==> config.mk <==
export PLATFORM = sky130hd
export DESIGN_NAME = l2_maxpool_stream
export DESIGN_NICKNAME = d
export VERILOG_FILES = /design/src/rtl/l2_maxpool_stream.sv
export SDC_FILE = /design/constraint.sdc
export NUM_CORES = 1
export LEC_CHECK = 0
export ABC_CLOCK_PERIOD_IN_PS = 12300
export CAP_MARGIN = 20
export CORE_ASPECT_RATIO = 1.5
export CORE_MARGIN = 3
export CORE_UTILIZATION = 59
export DETAILED_ROUTE_END_ITERATION = 8
export GPL_TIMING_DRIVEN = 0
export HOLD_SLACK_MARGIN = 0.02
export PLACE_DENSITY = 0.78
export SETUP_SLACK_MARGIN = 0.5
export SLEW_MARGIN = 20
export SYNTH_ARGS = -nofsm -noshare
export SYNTH_HDL_FRONTEND = slang
export SYNTH_SLANG_ARGS = --single-unit
==> constraint.sdc <==
create_clock -name clk -period 12.3 [get_ports clk]
set_input_delay 2.46 -clock clk [delete_from_list [all_inputs] [get_ports clk]]
set_output_delay 2.46 -clock clk [all_outputs]
set_load 0.01 [all_outputs]
==> src/rtl/l2_maxpool_stream.sv <==
// Streaming 2x2 / stride-2 signed max-pool between the layer-1 conv output and the layer-2 input memory.
// Pixels arrive in raster order (x, then y, then channel); pooled words leave with their coordinates.
`timescale 1ns/1ps

module l2_maxpool_stream #(
    parameter int DATA_SIZE   = 64,
    parameter int INPUT_DIM   = 26,
    parameter int NUM_CHANNEL = 16
) (
    input  logic                 clk,
    input  logic                 reset,
    input  logic                 start,
    output logic                 busy,
    input  logic                 in_valid,
    output logic                 in_ready,
    input  logic [DATA_SIZE-1:0] in_data,
    output logic                 out_valid,
    input  logic                 out_ready,
    output logic [DATA_SIZE-1:0] out_data,
    output logic [15:0]          out_x,
    output logic [15:0]          out_y,
    output logic [15:0]          out_ch,
    output logic                 frame_done
);

    localparam int          OUT_DIM = INPUT_DIM / 2;
    localparam int          IDX_W   = (OUT_DIM > 1) ? $clog2(OUT_DIM) : 1;
    localparam logic [15:0] XY_LAST = 16'(INPUT_DIM - 1);
    localparam logic [15:0] CH_LAST = 16'(NUM_CHANNEL - 1);

    generate
        if ((INPUT_DIM % 2) != 0) begin : g_bad_dim
            $error("l2_maxpool_stream: INPUT_DIM must be even");
        end
    endgenerate

    typedef enum logic [1:0] {IDLE, RUN, DRAIN, DONE} state_t;

    state_t                       state;
    logic [15:0]                  x;
    logic [15:0]                  y;
    logic [15:0]                  ch;
    logic signed [DATA_SIZE-1:0]  hold;
    logic signed [DATA_SIZE-1:0]  line_buf [OUT_DIM];
    logic                         accept;
    logic                         last_pixel;
    logic [IDX_W-1:0]             lb_idx;
    logic signed [DATA_SIZE-1:0]  pix;
    logic signed [DATA_SIZE-1:0]  pair_max;
    logic signed [DATA_SIZE-1:0]  window_max;

    function automatic logic signed [DATA_SIZE-1:0] smax(input logic signed [DATA_SIZE-1:0] a,
                                                         input logic signed [DATA_SIZE-1:0] b);
        return (a > b) ? a : b;
    endfunction

    // A full output register that is not being drained this cycle stalls the input side.
    assign in_ready   = (state == RUN) && !(out_valid && !out_ready);
    assign accept     = in_valid && in_ready;
    assign last_pixel = (x == XY_LAST) && (y == XY_LAST) && (ch == CH_LAST);
    assign pix        = $signed(in_data);
    assign lb_idx     = x[IDX_W:1];
    assign pair_max   = smax(hold, pix);
    assign window_max = smax(line_buf[lb_idx], pair_max);

    // Even rows fold pixel pairs into the line buffer; odd rows combine with it on the odd column.
    always_ff @(posedge clk) begin
        if (accept) begin
            if (!x[0]) begin
                hold <= pix;
            end else if (!y[0]) begin
                line_buf[lb_idx] <= pair_max;
            end
        end
    end

    always_ff @(posedge clk or negedge reset) begin
        if (!reset) begin
            state      <= IDLE;
            busy       <= 1'b0;
            frame_done <= 1'b0;
            x          <= '0;
            y          <= '0;
            ch         <= '0;
            out_valid  <= 1'b0;
            out_data   <= '0;
            out_x      <= '0;
            out_y      <= '0;
            out_ch     <= '0;
        end else begin
            frame_done <= 1'b0;

            if (accept && x[0] && y[0]) begin
                out_valid <= 1'b1;
                out_data  <= window_max;
                out_x     <= {1'b0, x[15:1]};
                out_y     <= {1'b0, y[15:1]};
                out_ch    <= ch;
            end else if (out_ready) begin
                out_valid <= 1'b0;
            end

            if (accept) begin
                if (x == XY_LAST) begin
                    x <= '0;
                    if (y == XY_LAST) begin
                        y  <= '0;
                        ch <= (ch == CH_LAST) ? 16'd0 : ch + 16'd1;
                    end else begin
                        y <= y + 16'd1;
                    end
                end else begin
                    x <= x + 16'd1;
                end
            end

            // The frame only ends once the final pooled word has left the output register.
            case (state)
                IDLE: begin
                    if (start) begin
                        state <= RUN;
                        busy  <= 1'b1;
                    end
                end
                RUN: begin
                    if (accept && last_pixel) begin
                        state <= DRAIN;
                    end
                end
                DRAIN: begin
                    if (!out_valid) begin
                        state      <= DONE;
                        busy       <= 1'b0;
                        frame_done <= 1'b1;
                    end
                end
                DONE: begin
                    state <= IDLE;
                end
                default: begin
                    state <= IDLE;
                end
            endcase
        end
    end

endmodule

After elaboration in Yosys (flattened, before gate mapping)
Memories as Yosys holds them, arrays and structs flattened.
Cells that the tools add are included.
- $add $sub $neg: 3
- magnitude comparators: 2
- equal/unequal tests: 9
- muxes and demuxes: 20
- bitwise operators: 1
- reductions and logical operators: 18
- operator list (kind ; count):
    greater-than comparator 64 bit ; 2
    two-way mux 64 bit ; 2
    adder 16 x 1 -> 16 bit, second input constant ; 3
    two-way mux 16 bit ; 3
    equality test 16 x 5 -> 1 bit, second input constant ; 2
    equality test 16 x 4 -> 1 bit, second input constant ; 1
    two-way mux 1 bit ; 10
    AND reduction 3 bit ; 3
    logical AND 1 bit ; 8
    one-hot mux 2 bit (4 select lines) ; 1
    two-way mux 2 bit ; 3
    equality test 2 bit, second input constant ; 2
    != test 2 bit, second input constant ; 2
    AND reduction 2 bit ; 2
    nonzero test 2 bit ; 2
    equality test 2 x 1 -> 1 bit, second input constant ; 1
    zero test 1 bit ; 2
    zero test 2 bit ; 1
    != test 2 x 1 -> 1 bit, second input constant ; 1
    one-hot mux 1 bit (2 select lines) ; 1
    inverter 1 bit ; 1
- register bits: 227
- memory bits (writable): 832
- input port bits: 69
- output and inout port bits: 116
- logic and storage cells: 66
- memories: 1
- memories (name ; depth ; bits a word ; rd ports ; clocked after Yosys merged registers in ; wr ports ; line ; RTL):
    line_buf ; 13 ; 64 ; 1 ; 0 ; 1 ; 44 ; logic signed [DATA_SIZE-1:0] line_buf [OUT_DIM];

Logic depth before layout (Yosys ltp)
- depth after elaboration: 8
- depth in mapped cells: 22
- mapped depth without buffers: 18

Worst setup path before layout
No wires, ideal clock.
- path type: in2reg
- start point: input port out_ready
- end point: memory line_buf[3][0], enable pin
- arrival time: 9.288 ns
- required time: 11.656 ns
- setup slack: 2.368 ns
- cell stages on the path: 5
- path buffers: 1
- cell sequence: nand2b_1 and3_1 clkbuf_1 nand3b_1 nor4_1
- cells in the longest elaborated chain, start to end: 7
- RTL lines (item ; line ; RTL):
    start, declared ; 18 ; input logic out_ready,
    zero test 1 bit ; 58 ; assign in_ready = (state == RUN) && !(out_valid && !out_ready);
    logical AND 1 bit ; 58 ;
    zero test 1 bit ; 58 ;
    logical AND 1 bit ; 58 ;
    logical AND 1 bit ; 59 ; assign accept = in_valid && in_ready;
    two-way mux 1 bit ; 68 ; if (accept) begin
    two-way mux 1 bit (implied by the code) ; 72 ; line_buf[lb_idx] <= pair_max;
    end, declared ; 44 ;
Every way passes these cells.

Worst setup path after layout
- start point: input port in_data[63]
- end point: register out_data[54]
- cells in the longest elaborated chain, start to end: 4
- RTL lines (item ; line ; RTL):
    start, declared ; 16 ; input logic [DATA_SIZE-1:0] in_data,
    greater-than comparator 64 bit ; 54 ; return (a > b) ? a : b;
    two-way mux 64 bit * ; 54 ;
    greater-than comparator 64 bit ; 54 ;
    two-way mux 64 bit * ; 54 ;
    end signal, assigned ; 95 ; out_data <= window_max;
    end, declared ; 19 ; output logic [DATA_SIZE-1:0] out_data,
Mark *: on every way between the ends. The rest lies on a longest branch, timed or not.
A chain may end at the register's enable or synchronous reset.

==> flow_metrics.py <==
metrics = {
    "power_and_ir_drop": {
        "power_density_mw_per_mm2": 217,
        "p_leak_nw": 18.8,
        "power_mw": 11.4,
        "irDropWorstVdd_v": 0.000125,
    },
    "sta": {
        "finalSetupViolations": 0,
        "maxSlewHeadroom": 0.206,
        "hold_viol_final": 0,
        "max_freq_mhz": 100,
        "rsz0062_at_grt": "no",
        "finalSetupTns_ns": 0,
        "slew_viol_final": 0,
        "finalCritPeriodShare": 0.810,
        "skew_ns": 0.0290,
        "tightest_slew_ns": 1.19,
        "fin_ws_ns": 2.34,
        "fin_crit_ns": 9.96,
    },
    "worst_setup_path": {
        "r2r_slack_ns": 4.34,
        "crit_slowest_cell": "nor3_1",
        "crit_chain": "clkdlybuf4s50_1 -> inv_1 -> ha_1 -> nand4_1 -> nor3_1 -> nand4_1 -> mux2i_1 -> o21ai_0 -> mux2i_1 -> buf_6 -> buf_12 -> mux2i_2 -> ha_1 -> a21oi_1 -> o21ai_0 -> a221o_1 -> a211o_1 -> a21oi_1 -> a21o_1 -> nand3_1 -> buf_2 -> o211ai_2",
        "start_kind": "input pin",
        "r2r_cells": 20,
        "crit_path_end_kind": "flop",
        "required_ns": 12.85,
        "worstPathMaxFanout": 10,
        "critPathMaxStageDelay_ns": 0.70,
        "critPathKind": "in2reg",
        "timing.rr.start": "hold[63]$_DFFE_PP_",
        "critPathArrivalTime_ns": 10.51,
        "r2r_end": "out_data[54]$_DFFE_PN0P_",
    },
    "finish": {
        "nNetsFinal": 3091,
        "final_cell_area_sq_mm": 0.0523,
        "finalNonFillerCells": 3962,
        "n_antenna_cell": 0,
        "area_delta_synth_final_pct": 16.8,
        "drive_gt1_frac": 0.229,
    },
    "clock_tree": {
        "clkTransAtPathRegs_ns": 0.06,
        "clkLatencyLatePin_ns": 0.66,
        "htree_levels": 3,
        "clock-sinks": 1059,
        "ctsResizeCount": 0,
        "cts_tree": "yes",
        "postCtsSetupRepairBufs": 0,
        "ctsHoldBuffers": 0,
        "cts_max_path_buffers": 3,
        "root_buffer": "clkbuf_16",
        "numCtsBuffers": 94,
    },
    "drt": {
        "ant_nets": 0,
        "viasPerCell": 6.52,
        "firstDrtPassIters": 5,
        "vias": 25800,
        "wirelength_um": 119000,
        "drcViolationCount": 0,
        "post_drt_wl_per_cell_um": 30.1,
        "dr.first_iter.drc_count": 3557,
    },
    "logic_synthesis": {
        "synth_compound_area_frac": 0.0461,
        "synthAdderAreaFrac": 0.0380,
        "yosys_most_used_dff": "edfxtp_1",
        "ys_types": 60,
        "synth.most_common_cell": "edfxtp_1",
        "synth.avg_cell_area_sq_um": 17.9,
        "synth_top_family_by_area": "multiplexers",
        "synth_area_leaders": "edfxtp_1 (60%), mux4_2 (13%), dfrtp_1 (9.1%)",
        "synth_edf_count": 896,
        "synthMuxAreaShare": 0.149,
        "async_flop_share": 0.154,
        "yosys_warnings": 0,
        "synthCells": 2506,
        "synth_top_area_cell": "edfxtp_1",
        "synth_common_cells": "edfxtp_1 (896), nand2_1 (263), mux4_2 (256)",
        "synthSimpleGateAreaFrac": 0.0439,
        "yosysSeqAreaShare": 0.691,
        "yosysTopAreaCellShare": 0.600,
        "synth_xor_area_frac": 0.00684,
        "synth-seq-cells": 1059,
        "syn_area_sq_mm": 0.0448,
    },
    "floorplanning": {
        "ios": 185,
        "core_area_sq_mm": 0.0751,
        "rows": 123,
        "die_h_um": 344,
        "die-area_sq_mm": 0.0794,
        "die_width_um": 231,
        "initial_core_util": 0.597,
    },
    "grt": {
        "grt_pass1_wl_um": 176000,
        "grt-ovfl-total": 0,
        "grt_util_all_layers": 0.306,
        "antenna_found_initial": 1,
        "grt_max_degree": 101,
        "first_global_vias": 27000,
    },
    "placed_design": {
        "dpl_worst_slack_ns": 1.90,
        "placed_area_sq_mm": 0.0493,
        "port_buffers": 182,
        "gp_congestion": 0.884,
        "hpwl_um": 83300,
        "place_inst": 3790,
    },
    "hold_path": {
        "hold_class": "reg2reg",
        "whs_path_depth": 2,
        "min_from": "out_y[5]$_DFFE_PN0P_",
        "hold_path_end": "out_y[5]$_DFFE_PN0P_",
    },
    "outcome": {
        "status": "finished, final reports clean",
    },
    "job": {
        "maxCapViolations": 0,
    },
}
-- worst max-delay path, delay by kind of cell --
family	cells	cell delay [ns]
AOI/OAI and AO/OA	8	2.33
and+or+nand+nor	4	2.31
buffers and inverters	5	1.61
adders and majority gates	2	0.90
muxes	3	0.86
-- how the worst max path moves through the flow --
| stage | from | endpoint | slack (ns) | cells past startpoint |
|---|---|---|---|---|
| floorplan | out_ready | line_buf[3][0]$_DFFE_PP_ | 2.37 | 5 |
| global placement | out_ready | line_buf[3][35]$_DFFE_PP_ | -5.72 | 6 |
| detailed placement | in_data[63] | out_data[45]$_DFFE_PN0P_ | 1.90 | 22 |
| CTS | in_data[63] | out_data[12]$_DFFE_PN0P_ | 2.51 | 22 |
| global route | in_data[63] | out_data[6]$_DFFE_PN0P_ | 2.31 | 22 |
| finish | in_data[63] | out_data[54]$_DFFE_PN0P_ | 2.34 | 22 |
-- cell families (layout without fill, tap and decap cells) --
| logic type | Yosys count | after routing |
|---|---|---|
| AO/OA/AOI/OAI | 258 | 258 |
| XOR/XNOR | 35 | 35 |
| adder cells (fa/ha/maj) | 136 | 136 |
| buffers and inverters | 255 | 710 |
| flip-flops | 1059 | 1059 |
| multiplexers | 325 | 325 |
| other | 1 | 2 |
| AND/OR/NAND/NOR | 437 | 437 |
-- metrics by stage --
step / hold WS, ns / util
after floorplan: 0.467 / -
after global placement: 0.460 / 0.638
after detailed placement: 0.463 / 0.657
after CTS: 0.479 / 0.697
after global routing: 0.501 / 0.697
final: 0.475 / 0.697
-- cell type report --
class	count	area, sq um
plain buffers	117	588
repair buffers	283	3170
inverters	138	518
clock inverters	59	513
clock buffers	113	2460
multi-input cells	1193	12800
fillers	4693	22800
flip-flops and latches	1059	31000
well taps	1000	1250
-- routing by layer --
metal / part of all wire / global-route usage
met5: 0 / 0
met4: 0.059 / 0.164
met3: 0.094 / 0.0504
met2: 0.50 / 0.518
met1: 0.34 / 0.384
-- where the power goes --
| group | total [mW] | internal (mW) | leakage, nW | switching, mW |
|---|---|---|---|---|
| Clock | 2.90 | 1.60 | 1.44 | 1.30 |
| Sequential | 4.55 | 4.37 | 10.3 | 0.184 |
| Combinational | 3.90 | 1.63 | 7.00 | 2.27 |
| Total | 11.4 | 7.60 | 18.8 | 3.75 |
-- sequential cells by signal, summed over array words and instances (netlist names) --
name / count
line_buf: 832
state: 2
out_data: 64
hold: 64
ch: 16
out_ch: 16
frame_done: 1
x: 16
out_x: 15
y: 16
busy: 1
out_y: 15
out_valid: 1
-- placed cells by master (no fill, tap or decap), types with 18 or more instances in the layout --
cell type / n
xnor2_1: 27
buf_16: 20
clkbuf_16: 95
inv_1: 137
o211ai_2: 62
nand3_1: 34
o21ai_0: 31
o211ai_1: 71
nand2_1: 263
nor2_1: 21
a21oi_1: 54
dfrtp_1: 163
clkinv_1: 19
nand4_1: 38
edfxtp_1: 896
clkdlybuf4s50_1: 181
mux2i_2: 60
buf_2: 30
clkinv_2: 18
clkbuf_1: 84
ha_1: 136
buf_4: 43
mux4_2: 256
(Power assumes the default switching activity.)
